==> src/rtl/ex_mem_stage_skid_if.sv <==
// Handshake and data bundle between the EX stage, the EX/MEM skid stage and MEM.
// slave is the stage's view; master is the view of whoever drives EX and consumes MEM.
interface ex_mem_stage_skid_if #(
    parameter int unsigned LANES       = 2,
    parameter int unsigned PAYLOAD_W   = 85,
    parameter int unsigned CTRL_W      = 5,
    parameter int unsigned STALL_CNT_W = 16
);
    logic                         in_valid;
    logic                         in_ready;
    logic [LANES-1:0]             in_lane_valid;
    logic [LANES*PAYLOAD_W-1:0]   in_payload;
    logic [LANES*CTRL_W-1:0]      in_ctrl;
    logic [LANES-1:0]             flush_lane;
    logic                         flush_all;
    logic                         out_valid;
    logic                         out_ready;
    logic [LANES-1:0]             out_lane_valid;
    logic [LANES*PAYLOAD_W-1:0]   out_payload;
    logic [LANES*CTRL_W-1:0]      out_ctrl;
    logic [1:0]                   occupancy;
    logic [STALL_CNT_W-1:0]       stall_cnt;

    modport slave (
        input  in_valid, in_lane_valid, in_payload, in_ctrl, flush_lane, flush_all, out_ready,
        output in_ready, out_valid, out_lane_valid, out_payload, out_ctrl, occupancy, stall_cnt
    );

    modport master (
        output in_valid, in_lane_valid, in_payload, in_ctrl, flush_lane, flush_all, out_ready,
        input  in_ready, out_valid, out_lane_valid, out_payload, out_ctrl, occupancy, stall_cnt
    );
endinterface

==> src/rtl/ex_mem_stage_skid.sv <==
// LANES-wide EX->MEM pipeline register with a main/skid entry pair, per-lane kill,
// global flush and a saturating backpressure counter. Lane 0 is the oldest.
module ex_mem_stage_skid #(
    parameter int unsigned LANES        = 2,
    parameter int unsigned PAYLOAD_W    = 85,
    parameter int unsigned CTRL_W       = 5,
    parameter int unsigned KILL_YOUNGER = 1,
    parameter int unsigned STALL_CNT_W  = 16
) (
    input logic               clk,
    input logic               reset,
    ex_mem_stage_skid_if.slave bus
);
    localparam int unsigned PW = LANES * PAYLOAD_W;
    localparam int unsigned CW = LANES * CTRL_W;

    typedef struct packed {
        logic             vld;
        logic [LANES-1:0] lv;
        logic [PW-1:0]    pl;
        logic [CW-1:0]    ct;
    } entry_t;

    entry_t                 m_q, m_d;
    entry_t                 s_q, s_d;
    entry_t                 in_e;
    logic                   in_ready_q;
    logic [STALL_CNT_W-1:0] stall_q, stall_d;
    logic [LANES-1:0]       kill;
    logic                   accept, emit, store;

    // A flush on an older lane optionally takes every younger lane with it.
    always_comb begin
        logic older_flushed;
        kill          = '0;
        older_flushed = 1'b0;
        for (int unsigned i = 0; i < LANES; i++) begin
            kill[i]       = bus.flush_lane[i] | ((KILL_YOUNGER != 0) & older_flushed);
            older_flushed = older_flushed | bus.flush_lane[i];
        end
    end

    always_comb begin
        in_e = '0;
        for (int unsigned i = 0; i < LANES; i++) begin
            in_e.lv[i] = bus.in_lane_valid[i] & ~kill[i];
            if (!kill[i]) begin
                in_e.pl[i*PAYLOAD_W +: PAYLOAD_W] = bus.in_payload[i*PAYLOAD_W +: PAYLOAD_W];
            end
            if (in_e.lv[i]) begin
                in_e.ct[i*CTRL_W +: CTRL_W] = bus.in_ctrl[i*CTRL_W +: CTRL_W];
            end
        end
        in_e.vld = |in_e.lv;
    end

    assign accept = bus.in_valid & in_ready_q;
    assign emit   = m_q.vld & bus.out_ready;
    // An all-killed bundle still handshakes but never occupies an entry.
    assign store  = accept & in_e.vld;

    always_comb begin
        m_d     = m_q;
        s_d     = s_q;
        stall_d = stall_q;
        if (m_q.vld && !bus.out_ready && (stall_q != '1)) begin
            stall_d = stall_q + 1'b1;
        end
        if (bus.flush_all) begin
            m_d = '0;
            s_d = '0;
        end else if (!m_q.vld) begin
            if (store) m_d = in_e;
        end else if (emit) begin
            if (s_q.vld) begin
                m_d = s_q;
                s_d = '0;
            end else if (store) begin
                m_d = in_e;
            end else begin
                m_d = '0;
            end
        end else if (store) begin
            s_d = in_e;
        end
    end

    always_ff @(posedge clk) begin
        if (reset) begin
            m_q        <= '0;
            s_q        <= '0;
            in_ready_q <= 1'b1;
            stall_q    <= '0;
        end else begin
            m_q        <= m_d;
            s_q        <= s_d;
            in_ready_q <= ~s_d.vld;
            stall_q    <= stall_d;
        end
    end

    always_comb begin
        bus.out_ctrl = '0;
        for (int unsigned i = 0; i < LANES; i++) begin
            if (m_q.lv[i]) bus.out_ctrl[i*CTRL_W +: CTRL_W] = m_q.ct[i*CTRL_W +: CTRL_W];
        end
    end

    assign bus.in_ready       = in_ready_q;
    assign bus.out_valid      = m_q.vld;
    assign bus.out_lane_valid = m_q.lv;
    assign bus.out_payload    = m_q.pl;
    assign bus.occupancy      = {1'b0, m_q.vld} + {1'b0, s_q.vld};
    assign bus.stall_cnt      = stall_q;
endmodule

==> src/flat_wrapper.sv <==
// flat-port wrapper written by rule: the top's interface ports become plain ports
module ex_mem_stage_skid_flat 
#(
    parameter int unsigned LANES        = 2,
    parameter int unsigned PAYLOAD_W    = 85,
    parameter int unsigned CTRL_W       = 5,
    parameter int unsigned KILL_YOUNGER = 1,
    parameter int unsigned STALL_CNT_W  = 16
)
  (clk, reset, bus_in_valid, bus_in_lane_valid, bus_in_payload, bus_in_ctrl, bus_flush_lane, bus_flush_all, bus_out_ready, bus_in_ready, bus_out_valid, bus_out_lane_valid, bus_out_payload, bus_out_ctrl, bus_occupancy, bus_stall_cnt);
  ex_mem_stage_skid_if #(.LANES(LANES), .PAYLOAD_W(PAYLOAD_W), .CTRL_W(CTRL_W), .STALL_CNT_W(STALL_CNT_W)) bus_i ();
  input logic clk;
  input logic reset;
  input wire logic [$bits(bus_i.in_valid)-1:0] bus_in_valid;
  input wire logic [$bits(bus_i.in_lane_valid)-1:0] bus_in_lane_valid;
  input wire logic [$bits(bus_i.in_payload)-1:0] bus_in_payload;
  input wire logic [$bits(bus_i.in_ctrl)-1:0] bus_in_ctrl;
  input wire logic [$bits(bus_i.flush_lane)-1:0] bus_flush_lane;
  input wire logic [$bits(bus_i.flush_all)-1:0] bus_flush_all;
  input wire logic [$bits(bus_i.out_ready)-1:0] bus_out_ready;
  output wire logic [$bits(bus_i.in_ready)-1:0] bus_in_ready;
  output wire logic [$bits(bus_i.out_valid)-1:0] bus_out_valid;
  output wire logic [$bits(bus_i.out_lane_valid)-1:0] bus_out_lane_valid;
  output wire logic [$bits(bus_i.out_payload)-1:0] bus_out_payload;
  output wire logic [$bits(bus_i.out_ctrl)-1:0] bus_out_ctrl;
  output wire logic [$bits(bus_i.occupancy)-1:0] bus_occupancy;
  output wire logic [$bits(bus_i.stall_cnt)-1:0] bus_stall_cnt;
  assign bus_i.in_valid = bus_in_valid;
  assign bus_i.in_lane_valid = bus_in_lane_valid;
  assign bus_i.in_payload = bus_in_payload;
  assign bus_i.in_ctrl = bus_in_ctrl;
  assign bus_i.flush_lane = bus_flush_lane;
  assign bus_i.flush_all = bus_flush_all;
  assign bus_i.out_ready = bus_out_ready;
  assign bus_in_ready = bus_i.in_ready;
  assign bus_out_valid = bus_i.out_valid;
  assign bus_out_lane_valid = bus_i.out_lane_valid;
  assign bus_out_payload = bus_i.out_payload;
  assign bus_out_ctrl = bus_i.out_ctrl;
  assign bus_occupancy = bus_i.occupancy;
  assign bus_stall_cnt = bus_i.stall_cnt;
  ex_mem_stage_skid #(.LANES(LANES), .PAYLOAD_W(PAYLOAD_W), .CTRL_W(CTRL_W), .KILL_YOUNGER(KILL_YOUNGER), .STALL_CNT_W(STALL_CNT_W)) u_core (.clk(clk), .reset(reset), .bus(bus_i));
endmodule
==> config.mk <==
export PLATFORM = sky130hd
export DESIGN_NAME = ex_mem_stage_skid_flat
export DESIGN_NICKNAME = d
export VERILOG_FILES = /design/src/rtl/ex_mem_stage_skid_if.sv /design/src/rtl/ex_mem_stage_skid.sv /design/src/flat_wrapper.sv
export SDC_FILE = /design/constraint.sdc
export NUM_CORES = 1
export LEC_CHECK = 0
export BUFFER_PORTS_ARGS = -buffer_cell sky130_fd_sc_hd__buf_2
export CAP_MARGIN = 30
export CORE_MARGIN = 4
export CORE_UTILIZATION = 50
export CTS_BUF_LIST = sky130_fd_sc_hd__clkbuf_8
export DETAILED_ROUTE_END_ITERATION = 7
export PLACE_DENSITY = 0.73
export SYNTH_ARGS = -nofsm -noshare
export SYNTH_HDL_FRONTEND = slang
export SYNTH_SLANG_ARGS = --single-unit
export TNS_END_PERCENT = 20
==> constraint.sdc <==
create_clock -name clk -period 2.55 [get_ports clk]
set_input_delay 0.1275 -clock clk [delete_from_list [all_inputs] [get_ports clk]]
set_output_delay 0.1275 -clock clk [all_outputs]
set_load 0.005 [all_outputs]
==> run summary <==
CP max FO = 66
maxcap violations = 0
I/O Buffers = 390
core area = 31,600 sq um
reg2reg setup slack = 0.47 ns
syn nets = 2,015
Die Ht = 187 microns
Die Wd = 187 microns
initial antenna violation count = 11
RSZ-0062 raised after global routing = false
tightest slew margin relative to the limit = 33.6%
maximum operating frequency = 0.482 GHz
period utilization = 81.4%
delay-heaviest family, CP = buffers and inverters
CP arrival = 2.56 ns
gr usage total = 26.7%
CP cell instances = buf_4 -> nand2b_1 -> or2_4 -> buf_4 -> nand3_1 -> a21oi_1
Power Density = 621 nW/um^2
DPL Wire Length = 28,400 microns
first-pass GRT wire length = 79,100 microns
fin crit period = 2.08 ns
CP max stage cell = buf_4
critical path endpoint category = flip-flop
Worst Hold Depth = 4
root buffer selected by CTS = clkbuf_8
Post-Synthesis Cells = 1,824
failing checks = design-rule violations
clk_skew = 0.0176 ns
Post-Syn Area = 16,000 sq um
DR vias = 15,400
maximum buffer depth of the clock tree = 3
Post-synth ARST share = 0%
Sum Neg Setup Slack = 0 ns
critical path buffer and inverter count = 2
DRC viols = 5
Fillers = 2,564
measured slew at the worst slew-check pin = 0.997 ns
num rows = 65
CP Launch Type = flip-flop
Clock Latency Late Sink = 0.56 ns
post-cts sizing count = 0
Yosys warnings = 0
Worst path depth = 6
peak supply drop = 0.000473 V
most frequently used flop master after synthesis = dfxtp_1
post-CTS setup buffers = 0
final slew viol count = 0
path category of the worst min-delay check = in -> reg
vias per cell = 5.96
vias in the first global route = 14,800
wire per inst = 19.0 microns
CTS Sinks = 383
Synth Register Bits = 383
CTS tree = built
area of the multi-input gates = 6200 sq um
gp weighted congestion = 0.825
Num CTS Buffers = 66
Worst EP required = 3.03 ns
initial drt markers = 1,826
Initial Util = 50.6%
critical path class = reg -> reg
Post-DRT Antenna Nets = 0
final hold vios = 0
P_leak = 7.59 nW
sequential-to-total area share from yosys stat = 48.0%
# IOs = 391
largest net degree at the start of global routing = 154
Post-synth EDFFs = 0
# setup viols final = 0
drt total wl = 49,300 microns
grt ovf = 0
status = complete, but fails checks
CTS Hold Buffers Added = 182
share of cells above drive strength 1 = 24.0%
critical path's most frequent cell = buf_4
Final Util = 62.8%
R2R depth = 6
total die area = 34,800 sq um
TritonRoute pass-1 iters = 8
Syn-to-layout area delta = 24.1%
synth unique cells = 47
Final #Nets = 2,334
Reg clk slew, reported paths = 0.06 ns
Sequential cell area = 7670 sq um
H-tree levels = 3
Mean Syn Cell Area = 8.75 sq um
worst stage delay on the critical path = 0.60 ns
[layout make-up]
| type | instances | share of cell area [%] |
|---|---|---|
| timing repair buffer | 599 | 21.1 |
| clock buffer | 79 | 5.49 |
| tap | 402 | 2.54 |
| multi-input combinational | 1091 | 31.3 |
| inverter | 2 | 0.0379 |
| clock inverter | 27 | 0.790 |
| antenna | 5 | 0.0632 |
| sequential | 383 | 38.7 |
[worst min-delay path, cell delays in order]
cell	delay, ns
buf_2	0.13
and3_1	0.18
nand2_1	0.06
a21oi_1	0.05
[cell families after synthesis]
logic type	after synthesis	synth area share, %
flip-flops	383	48.0
XOR/XNOR	11	0.604
AO/OA/AOI/OAI	453	19.8
multiplexers	3	0.204
adder cells (fa/ha/maj)	2	0.157
buffers and inverters	350	13.4
AND/OR/NAND/NOR	622	17.9
[synthesized netlist by cell type, types with 2 or more instances]
cell / n / area share, %
and3_1: 5 / 0.20
buf_4: 179 / 8.4
mux2_2: 2 / 0.14
nand2_1: 164 / 3.9
clkbuf_1: 93 / 2.2
ha_1: 2 / 0.16
xnor2_1: 5 / 0.27
a21o_1: 2 / 0.094
nor2_1: 129 / 3.0
nor3_1: 24 / 0.75
dfxtp_1: 383 / 48
o21ai_0: 3 / 0.094
nand2b_1: 2 / 0.078
and2_1: 12 / 0.47
a22o_1: 9 / 0.49
nand4_1: 4 / 0.16
buf_2: 47 / 1.5
inv_1: 2 / 0.047
a32oi_1: 71 / 3.9
a221oi_1: 20 / 1.1
a222oi_1: 91 / 5.7
nor3b_1: 2 / 0.094
xor2_1: 6 / 0.33
a21oi_1: 249 / 7.8
nor2b_1: 2 / 0.078
o2111ai_1: 3 / 0.16
nand3_1: 266 / 8.3
buf_6: 12 / 0.85
buf_1: 17 / 0.40
[state kept, by name, summed over array words and instances (netlist names)]
signal,flops
u_core.bus.stall_cnt,16
u_core.m_q,10
u_core.bus.in_ready,1
u_core.s_q,183
u_core.bus.out_lane_valid,2
u_core.bus.out_payload,170
u_core.bus.out_valid,1
[layer usage]
metal / track usage [%] / vias up / share of wire (%)
li1: - / 7091 / -
met3: 7.46 / 151 / 9.4
met4: 9.81 / 12 / 3.4
met5: 0 / - / 0.14
met1: 34.4 / 7301 / 40
met2: 43.1 / 859 / 47
[per-stage QoR]
step / power [W] / hold WS (ns) / std cells / cell area [sq um] / setup WS (ns)
3_3_place_gp: 0.00684 / 0.358 / 2295 / 16700 / 0.641
2_1_floorplan: 0.00657 / 0.253 / 1824 / 16000 / 0.837
6_report: 0.0123 / 0.0566 / 2588 / 19800 / 0.475
3_5_place_dp: 0.00686 / 0.361 / 2295 / 16700 / 0.580
4_1_cts: 0.0124 / 0.0170 / 2583 / 19800 / 0.544
5_1_grt: 0.0128 / 0.0516 / 2588 / 19800 / 0.347
[path summary, 6_finish.rpt]
path	startpoint	end
setup / recovery	u_core.bus.out_valid	u_core.s_q[47]
hold / removal	bus_in_lane_valid[1]	u_core.s_q[5]
setup reg to reg	u_core.bus.out_valid	u_core.s_q[47]
hold reg to reg	u_core.bus.out_payload[104]	u_core.bus.out_payload[104]
[cell usage in the layout, fill, tap and decap left out, types with 24 or more instances in the layout]
cell type        n
a21oi_1        249
clkbuf_8        79
dlygate4sd3_1  182
nand3_1        265
nand2_1        164
nor2_1         128
dfxtp_1        383
buf_2          390
a222oi_1        91
nor3_1          24
a32oi_1         71
[power by group]
group          switching, W  internal [W]
sequential        0.0000240       0.00603
combinational      0.000492      0.000427
clock               0.00243       0.00290
total               0.00295       0.00935
Power figures use the tool's default switching activity.
